[config.mk]
export PLATFORM = sky130hd
export DESIGN_NAME = sm_clkdiv_sched_flat
export DESIGN_NICKNAME = d
export VERILOG_FILES = /design/src/rtl/sm_clkdiv_sched_if.sv /design/src/rtl/sm_clkdiv_sched.sv /design/src/flat_wrapper.sv
export SDC_FILE = /design/constraint.sdc
export NUM_CORES = 1
export LEC_CHECK = 0
export ABC_AREA = 1
export BUFFER_PORTS_ARGS = -buffer_cell sky130_fd_sc_hd__clkbuf_2
export CAP_MARGIN = 30
export CORE_MARGIN = 8
export CORE_UTILIZATION = 25
export CTS_CLUSTER_SIZE = 28
export DETAILED_ROUTE_END_ITERATION = 16
export GPL_TIMING_DRIVEN = 1
export SLEW_MARGIN = 20
export SYNTH_ARGS = -nofsm -noshare
export SYNTH_HDL_FRONTEND = slang
export SYNTH_SLANG_ARGS = --single-unit
export TNS_END_PERCENT = 50
[constraint.sdc]
create_clock -name clk -period 5.5 [get_ports clk]
set_input_delay 0.825 -clock clk [delete_from_list [all_inputs] [get_ports clk]]
set_output_delay 0.825 -clock clk [all_outputs]
set_load 0.05 [all_outputs]
[src/rtl/sm_clkdiv_sched_if.sv]
// Control-side bundle for the PIO step scheduler: divider settings and control
// pulses in, per-SM step/force/restart strobes out.
interface sm_clkdiv_sched_if #(
    parameter int NUM_SM = 4,
    parameter int INT_W  = 16,
    parameter int FRAC_W = 8
);
    logic [NUM_SM-1:0][INT_W-1:0]  clkdiv_int;
    logic [NUM_SM-1:0][FRAC_W-1:0] clkdiv_frac;
    logic [NUM_SM-1:0]             sm_en;
    logic [NUM_SM-1:0]             clkdiv_restart;
    logic [NUM_SM-1:0]             sm_restart;
    logic [NUM_SM-1:0]             instr_flag;
    logic [NUM_SM-1:0]             sm_tick;
    logic [NUM_SM-1:0]             sm_force;
    logic [NUM_SM-1:0]             sm_rst_pulse;
    logic [NUM_SM-1:0]             force_drop;

    modport master (
        output clkdiv_int, clkdiv_frac, sm_en, clkdiv_restart, sm_restart, instr_flag,
        input  sm_tick, sm_force, sm_rst_pulse, force_drop
    );

    modport slave (
        input  clkdiv_int, clkdiv_frac, sm_en, clkdiv_restart, sm_restart, instr_flag,
        output sm_tick, sm_force, sm_rst_pulse, force_drop
    );
endinterface

[src/rtl/sm_clkdiv_sched.sv]
// Per-state-machine 16.8 fractional step divider with forced-instruction issue
// and restart strobes; every output is a flop.
module sm_clkdiv_sched #(
    parameter int NUM_SM = 4,
    parameter int INT_W  = 16,
    parameter int FRAC_W = 8
) (
    input  logic               clk,
    input  logic               rst,
    sm_clkdiv_sched_if.slave   bus
);
    localparam int CNT_W = INT_W + 1;
    localparam logic [CNT_W-1:0] CNT_ONE  = CNT_W'(1);
    localparam logic [CNT_W-1:0] CNT_WRAP = CNT_W'(1) << INT_W;

    logic [NUM_SM-1:0][CNT_W-1:0]  cnt_q, cnt_d;
    logic [NUM_SM-1:0][FRAC_W-1:0] acc_q, acc_d;
    logic [NUM_SM-1:0]             pend_q, pend_d;
    logic [NUM_SM-1:0]             tick_q, tick_d;
    logic [NUM_SM-1:0]             force_q, force_d;
    logic [NUM_SM-1:0]             rst_pulse_q, rst_pulse_d;
    logic [NUM_SM-1:0]             drop_q, drop_d;

    logic [NUM_SM-1:0][CNT_W-1:0]  int_eff;
    logic [NUM_SM-1:0][FRAC_W:0]   frac_sum;
    logic [NUM_SM-1:0]             issue;

    // A zero integer divisor stands for the full 2^INT_W period.
    always_comb begin
        int_eff  = '0;
        frac_sum = '0;
        for (int i = 0; i < NUM_SM; i++) begin
            int_eff[i]  = (bus.clkdiv_int[i] == '0) ? CNT_WRAP : {1'b0, bus.clkdiv_int[i]};
            frac_sum[i] = {1'b0, acc_q[i]} + {1'b0, bus.clkdiv_frac[i]};
        end
    end

    always_comb begin
        cnt_d  = cnt_q;
        acc_d  = acc_q;
        tick_d = '0;
        for (int i = 0; i < NUM_SM; i++) begin
            if (bus.clkdiv_restart[i]) begin
                cnt_d[i] = CNT_ONE;
                acc_d[i] = '0;
            end else if (bus.sm_en[i]) begin
                if (cnt_q[i] == CNT_ONE) begin
                    tick_d[i] = 1'b1;
                    acc_d[i]  = frac_sum[i][FRAC_W-1:0];
                    cnt_d[i]  = int_eff[i] + CNT_W'(frac_sum[i][FRAC_W]);
                end else begin
                    cnt_d[i] = cnt_q[i] - CNT_ONE;
                end
            end
        end
    end

    // A stalled SM takes its forced instruction straight away; a running one
    // waits for its next step. A restart edge suppresses issue entirely.
    always_comb begin
        issue       = '0;
        force_d     = '0;
        drop_d      = '0;
        pend_d      = pend_q;
        rst_pulse_d = bus.sm_restart;
        for (int i = 0; i < NUM_SM; i++) begin
            issue[i]   = pend_q[i] & (tick_d[i] | ~bus.sm_en[i]) & ~bus.sm_restart[i];
            force_d[i] = issue[i];
            drop_d[i]  = bus.instr_flag[i] & pend_q[i] & ~issue[i];
            if (bus.sm_restart[i]) begin
                pend_d[i] = bus.instr_flag[i];
            end else begin
                pend_d[i] = bus.instr_flag[i] | (pend_q[i] & ~issue[i]);
            end
        end
    end

    always_ff @(posedge clk) begin
        if (rst) begin
            cnt_q       <= {NUM_SM{CNT_ONE}};
            acc_q       <= '0;
            pend_q      <= '0;
            tick_q      <= '0;
            force_q     <= '0;
            rst_pulse_q <= '0;
            drop_q      <= '0;
        end else begin
            cnt_q       <= cnt_d;
            acc_q       <= acc_d;
            pend_q      <= pend_d;
            tick_q      <= tick_d;
            force_q     <= force_d;
            rst_pulse_q <= rst_pulse_d;
            drop_q      <= drop_d;
        end
    end

    assign bus.sm_tick      = tick_q;
    assign bus.sm_force     = force_q;
    assign bus.sm_rst_pulse = rst_pulse_q;
    assign bus.force_drop   = drop_q;
endmodule

[src/flat_wrapper.sv]
// flat-port wrapper written by rule: the top's interface ports become plain ports
module sm_clkdiv_sched_flat 
#(
    parameter int NUM_SM = 4,
    parameter int INT_W  = 16,
    parameter int FRAC_W = 8
)
  (clk, rst, bus_clkdiv_int, bus_clkdiv_frac, bus_sm_en, bus_clkdiv_restart, bus_sm_restart, bus_instr_flag, bus_sm_tick, bus_sm_force, bus_sm_rst_pulse, bus_force_drop);
  sm_clkdiv_sched_if #(.NUM_SM(NUM_SM), .INT_W(INT_W), .FRAC_W(FRAC_W)) bus_i ();
  input  logic clk;
  input  logic rst;
  input wire logic [$bits(bus_i.clkdiv_int)-1:0] bus_clkdiv_int;
  input wire logic [$bits(bus_i.clkdiv_frac)-1:0] bus_clkdiv_frac;
  input wire logic [$bits(bus_i.sm_en)-1:0] bus_sm_en;
  input wire logic [$bits(bus_i.clkdiv_restart)-1:0] bus_clkdiv_restart;
  input wire logic [$bits(bus_i.sm_restart)-1:0] bus_sm_restart;
  input wire logic [$bits(bus_i.instr_flag)-1:0] bus_instr_flag;
  output wire logic [$bits(bus_i.sm_tick)-1:0] bus_sm_tick;
  output wire logic [$bits(bus_i.sm_force)-1:0] bus_sm_force;
  output wire logic [$bits(bus_i.sm_rst_pulse)-1:0] bus_sm_rst_pulse;
  output wire logic [$bits(bus_i.force_drop)-1:0] bus_force_drop;
  assign bus_i.clkdiv_int = bus_clkdiv_int;
  assign bus_i.clkdiv_frac = bus_clkdiv_frac;
  assign bus_i.sm_en = bus_sm_en;
  assign bus_i.clkdiv_restart = bus_clkdiv_restart;
  assign bus_i.sm_restart = bus_sm_restart;
  assign bus_i.instr_flag = bus_instr_flag;
  assign bus_sm_tick = bus_i.sm_tick;
  assign bus_sm_force = bus_i.sm_force;
  assign bus_sm_rst_pulse = bus_i.sm_rst_pulse;
  assign bus_force_drop = bus_i.force_drop;
  sm_clkdiv_sched #(.NUM_SM(NUM_SM), .INT_W(INT_W), .FRAC_W(FRAC_W)) u_core (.clk(clk), .rst(rst), .bus(bus_i));
endmodule
==> reports/results.txt, run 1 <==
Max_slew headroom - 0.500
Max Cap Viol - 0
Met2 Track Usage GR - 0.219
Synth-to-layout area growth - 17.4%
Met3 usage - 0.0287
Final Max Tran Viols - 0
RSZ-0062 raised after global routing - false
DRT Wirelength - 30,000 um
RR Startpoint - u_core.acc_q[8]$_SDFFE_PP0P_
Setup bufs post-CTS - 0
Total gr overflow - 0
First-pass GRT wire length - 49,900 um
Worst-Margin Slew - 0.750 ns
DR WL/cell - 12.9 um
Gr usage total - 0.128
Post-synth net total - 1,841
Leak Pwr - 0.00578 uW
I/O Buffers - 129
Reg2Reg Depth - 14
CTS resizes - 0
CP required - 5.88 ns
WP data arrival - 3.25 ns
H-tree depth - 4
Fmax - 349 MHz
Clock buffer depth - 2
Mapped Cells - 1,675
Initial antenna violation count - 2
Power Density - 250 nW/um2
Cell area after synthesis - 9960 um2
Peak VDD IR - 218 uV
Vert. Die Dim - 216 um
Busiest layer in global routing - met2
Starting DRT DRC Count - 669
I/O Pins - 130
Std cell rows - 73
Vias in the first global route - 10,300
Total power - 2930 uW
Largest net degree at the start of global routing - 29
Die Wd - 216 um
Final instance area - 11,700 um2
Setup TNS Final - 0 ns
Commonest non-fill, non-tap cells in the layout - 455 x nand2_1, 258 x nor2_1, 188 x inv_1
Ys Warns - 0
CTS tree - built
Count of cell types in the netlist - 43
Min-Delay Path Depth - 2
Crit path capture type - register
Critical path type - in -> reg
Final Hold Slack - 0.470 ns
Final setup fails - 0
Root buffer cell - clkbuf_16
DRC viols - 0
Commonest non-fill, non-tap cell in the layout - nand2_1
Vias/cell - 4.58
Worst setup SP type - primary input
Crit path max fanout - 3
Cts bufs inserted - 17
CP Launch Point - bus_clkdiv_frac[8]
Status - finished, final reports clean
RD Place Congestion - 0.900
Mean Syn Cell Area - 5.95 um2
Core Region - 39,500 um2
Period Utilization, post-route - 0.521
Fill cell count - 4,364
Die ar. - 46,500 um2
Ant diodes - 0
Via count - 10,700
Worst hold path type - reg -> reg
# nets final - 1,957
Clk slew on worst S/H paths - 0.06 ns
Number of hold violations in the final report - 0
Sequential cell area fraction in the yosys report - 0.241
Share of cells above drive strength 1 - 0.137
Sinks on Clock Net - 120
Clk_lat worst skew - 0.45 ns
FF+latch count, synth - 120
Initial cell density of the core - 0.252
Final Skew - 0.00976 ns
Hpwl dp - 23,200 um
Post-layout minimum cycle time - 2.87 ns
Hold Path Origin - u_core.pend_q[2]$_SDFF_PP0_
Remaining antenna violation count - 0
Pre-antenna DRT Iters - 5
Hold_buf cts - 0
Placed cell area - 11,100 um2
Met1 GRT Util - 0.158
[cell families (layout without fill, tap and decap cells)]
kind of cell,Yosys count,count (layout),share of synthesized area
fa+ha+maj,52,52,0.0683
buf+inv,243,372,0.0967
flops,120,120,0.241
compound gates,251,251,0.133
simple gates,972,972,0.428
xor+xnor,37,37,0.0325
[cell type report]
cell class | count | area [um2] | area share
multi-input cells | 1312 | 6600 | 0.564
flip-flops and latches | 120 | 2400 | 0.205
inverters | 208 | 783 | 0.0669
repair buffers | 132 | 668 | 0.0571
well taps | 525 | 657 | 0.0561
clock buffers | 18 | 439 | 0.0375
clock inverters | 14 | 151 | 0.0129
[per-layer routing]
metal / share of wire / wire, um
met1: 0.47 / 14100
met2: 0.47 / 14100
met3: 0.045 / 1360
met4: 0.017 / 520
met5: 0.00073 / 22
[where the power goes]
group	internal (uW)	total [uW]	switching, uW
Combinational	265	820	555
Clock	679	1150	473
Sequential	915	958	43.4
Total	1860	2930	1070
[Yosys cell counts (all sizes together)]
library cell	instances	area (um2)
fa	4	80.1
a31oi	4	25.0
clkbuf	22	83.8
buf	13	96.3
nor2	292	1290
xnor2	15	131
nand3b	5	50.1
o31ai	1	7.51
a21boi	1	7.51
ha	48	601
clkinv	5	21.3
o21a	3	22.5
nand3	166	841
nand2	471	1830
xor2	22	193
o21bai	12	90.1
a21oi	117	601
a21o	1	7.51
inv	203	762
nor3	7	55.1
o21ai	110	554
o211ai	2	15.0
or2	6	37.5
nand4	25	156
dfxtp	120	2400
[metrics by stage]
step / setup WS [ns] / cells / util
3_5_place_dp: 2.18 / 2297 / 0.281
4_1_cts: 2.65 / 2329 / 0.296
2_1_floorplan: 2.58 / 1675 / -
6_report: 2.63 / 2329 / 0.296
3_3_place_gp: 2.24 / 2297 / 0.281
5_1_grt: 2.36 / 2329 / 0.296
[state kept, by name, indices dropped and copies added, names as in the netlist]
register,count
u_core.cnt_q,68
u_core.pend_q,4
u_core.acc_q,32
u_core.bus.sm_tick,4
u_core.bus.force_drop,4
u_core.bus.sm_force,4
u_core.bus.sm_rst_pulse,4
[final timing paths]
| check | end | slack (ns) |
|---|---|---|
| max reg2reg | u_core.cnt_q[31]$_SDFFE_PP0P_ | 2.75 |
| max | u_core.cnt_q[31]$_SDFFE_PP0P_ | 2.63 |
| min reg2reg | u_core.bus.force_drop[2]$_SDFF_PP0_ | 0.47 |
| min | u_core.bus.force_drop[2]$_SDFF_PP0_ | 0.47 |
[worst max-delay path: stages]
cell and delay [ns]:
clkbuf_2 0.08, ha_1 0.19, fa_1 0.26, nand4_1 0.13, nand3_1 0.11, a21oi_1 0.08, o21bai_1 0.26, ha_1 0.24
ha_1 0.19, nand2_1 0.07, nor2_1 0.22, nand3_1 0.16, o21ai_0 0.18, nand3_1 0.11, a21oi_1 0.14
(Power assumes the default switching activity.)
==> run 2, diff against run 1 <==
==> constraint.sdc (replaced) <==
create_clock -name clk -period 2.45 [get_ports clk]
set_input_delay 0.3675 -clock clk [delete_from_list [all_inputs] [get_ports clk]]
set_output_delay 0.3675 -clock clk [all_outputs]
set_load 0.05 [all_outputs]
==> reports/results.txt, run 2 (synthesized netlist as in run 1, its figures left out) <==
Status - finished, final reports clean
Period Utilization, post-route - 0.994
Initial cell density of the core - 0.252
DRT Wirelength - 31,300 um
Peak VDD IR - 420 uV
Clk slew on worst S/H paths - 0.06 ns
Synth-to-layout area growth - 31.4%
Die Wd - 216 um
Number of hold violations in the final report - 0
Commonest non-fill, non-tap cells in the layout - 439 x nand2_1, 248 x nor2_1, 177 x inv_1
Power Density - 534 nW/um2
Gr usage total - 0.131
Fmax - 411 MHz
# nets final - 2,041
Starting DRT DRC Count - 779
Fill cell count - 4,207
Worst R2R Setup Slack - 0.01 ns
Initial antenna violation count - 2
Worst-Margin Slew - 0.566 ns
Crit path max fanout - 4
Root buffer cell - clkbuf_16
RSZ-0062 raised after global routing - true
Most flops, register - u_core.cnt_q
CTS tree - built
Min-Delay Path Depth - 3
Final Max Tran Viols - 0
Max_slew headroom - 0.622
I/O Buffers - 129
CP required - 2.83 ns
Hold Path Origin - bus_sm_restart[2]
Via count - 11,200
Sinks on Clock Net - 120
RR Startpoint - u_core.acc_q[27]$_SDFFE_PP0P_
Reg2Reg Depth - 16
I/O Pins - 130
Ant diodes - 0
Hpwl dp - 23,700 um
Commonest non-fill, non-tap cell in the layout - nand2_1
H-tree depth - 4
CP delay by family, top - simple AND/OR/NAND/NOR gates
Clk_lat worst skew - 0.44 ns
Remaining antenna violation count - 0
Crit path capture type - register
Biggest regs - u_core.cnt_q: 68 flops, u_core.acc_q: 32 flops
Die ar. - 46,500 um2
Core Region - 39,500 um2
Hold endpoint - u_core.bus.sm_rst_pulse[2]$_SDFF_PP0_
Final Skew - 0.00967 ns
Max Cap Viol - 0
Pre-antenna DRT Iters - 6
Cts bufs inserted - 17
Worst setup SP type - register
Total gr overflow - 0
Worst hold path type - in -> reg
Critical path type - reg -> reg
Final setup fails - 0
Vias/cell - 4.63
DR WL/cell - 13.0 um
Placed cell area - 11,500 um2
Vert. Die Dim - 216 um
Reg-to-reg endpoint - u_core.cnt_q[59]$_SDFFE_PP0P_
Max reg flops - 68
Post-layout minimum cycle time - 2.44 ns
Finished Layout Cells - 2,411
Placed Cells - 2,354
Clock buffer depth - 2
Leak Pwr - 0.00635 uW
Crit-path max cell delay - 0.33 ns
Share of cells above drive strength 1 - 0.238
Vias in the first global route - 10,600
Final instance area - 13,100 um2
Cell Chain, Critical Path - ha_4 > inv_1 > o21ai_1 > nand2_1 > nand3_2 > a21oi_2 > o21bai_1 > ha_2 > ha_4 > nand2_4 > nor2_4 > nand2_2 > or2_0 > nand3_1 > nand2_1 > a21oi_2
RD Place Congestion - 0.892
DRC viols - 0
Std cell rows - 73
Critical-path top delay cell - dfxtp_2
CP Buf/Inv Count - 1
First-pass GRT wire length - 51,200 um
WP data arrival - 2.81 ns
Largest net degree at the start of global routing - 27
-- run 2: worst reg2reg max path: cells and delay by family (launching register included) --
family	cells	cell delay, ns
and+or+nand+nor	8	0.87
adders and majority gates	3	0.67
AOI/OAI and AO/OA	4	0.44
DFF	1	0.33
buffers and inverters	1	0.06
-- run 2: worst max path at each step --
stage	start	endpoint	slack (ns)	cells after the start
finish	u_core.acc_q[27]$_SDFFE_PP0P_	u_core.cnt_q[59]$_SDFFE_PP0P_	0.01	16
global route	u_core.acc_q[27]$_SDFFE_PP0P_	u_core.cnt_q[59]$_SDFFE_PP0P_	-0.15	16
CTS	u_core.acc_q[24]$_SDFFE_PP0P_	u_core.cnt_q[67]$_SDFFE_PP0P_	-0.03	18
detailed placement	bus_clkdiv_frac[8]	u_core.cnt_q[21]$_SDFFE_PP0P_	-0.36	14
global placement	bus_clkdiv_frac[16]	u_core.cnt_q[44]$_SDFFE_PP0P_	-0.26	17
floorplan	bus_clkdiv_frac[0]	u_core.cnt_q[10]$_SDFFE_PP0P_	0.02	16
-- run 2: what timing repair did --
action	in CTS	in global routing
gates cloned	0	0
hold buffers	0	0
setup endpoints to repair	44	58
pin swaps	24	85
setup buffers	15	12
gates resized for setup	61	102
-- run 2: where the power goes --
group          switching, uW  internal (uW)  leakage (uW)
registers                102           2050      0.000985
clock network            963           1820      0.000307
logic                   1330            715       0.00505
-- run 2: metrics by stage --
stage | hold WS [ns] | total power, uW | setup TNS, ns | worst slack (ns) | util
after global routing | 0.126 | 7390 | -2.02 | -0.151 | 0.331
after floorplan | 0.441 | 3520 | 0 | 0.0153 | -
final | 0.126 | 6990 | 0 | 0.0143 | 0.331
after detailed placement | 0.453 | 4110 | -12.14 | -0.355 | 0.292
after global placement | 0.453 | 4090 | -8.55 | -0.256 | 0.292
after CTS | 0.0974 | 6970 | -0.0858 | -0.0266 | 0.317
-- run 2: layer usage --
metal  GRT usage  vias up  share of wire
met3      0.0277       43          0.048
met1       0.161     5066           0.45
met4      0.0402        4          0.017
met5           0        -        0.00070
li1            -     5783              -
met2       0.225      267           0.48
-- run 2: layout make-up --
| type | count | area [um2] | area share |
|---|---|---|---|
| Multi-Input combinational cell | 1312 | 7270 | 0.555 |
| Sequential cell | 120 | 2420 | 0.185 |
| Timing Repair Buffer | 216 | 1320 | 0.101 |
| Inverter | 208 | 783 | 0.0598 |
| Tap cell | 525 | 657 | 0.0502 |
| Clock buffer | 23 | 498 | 0.0380 |
| Clock inverter | 7 | 140 | 0.0107 |
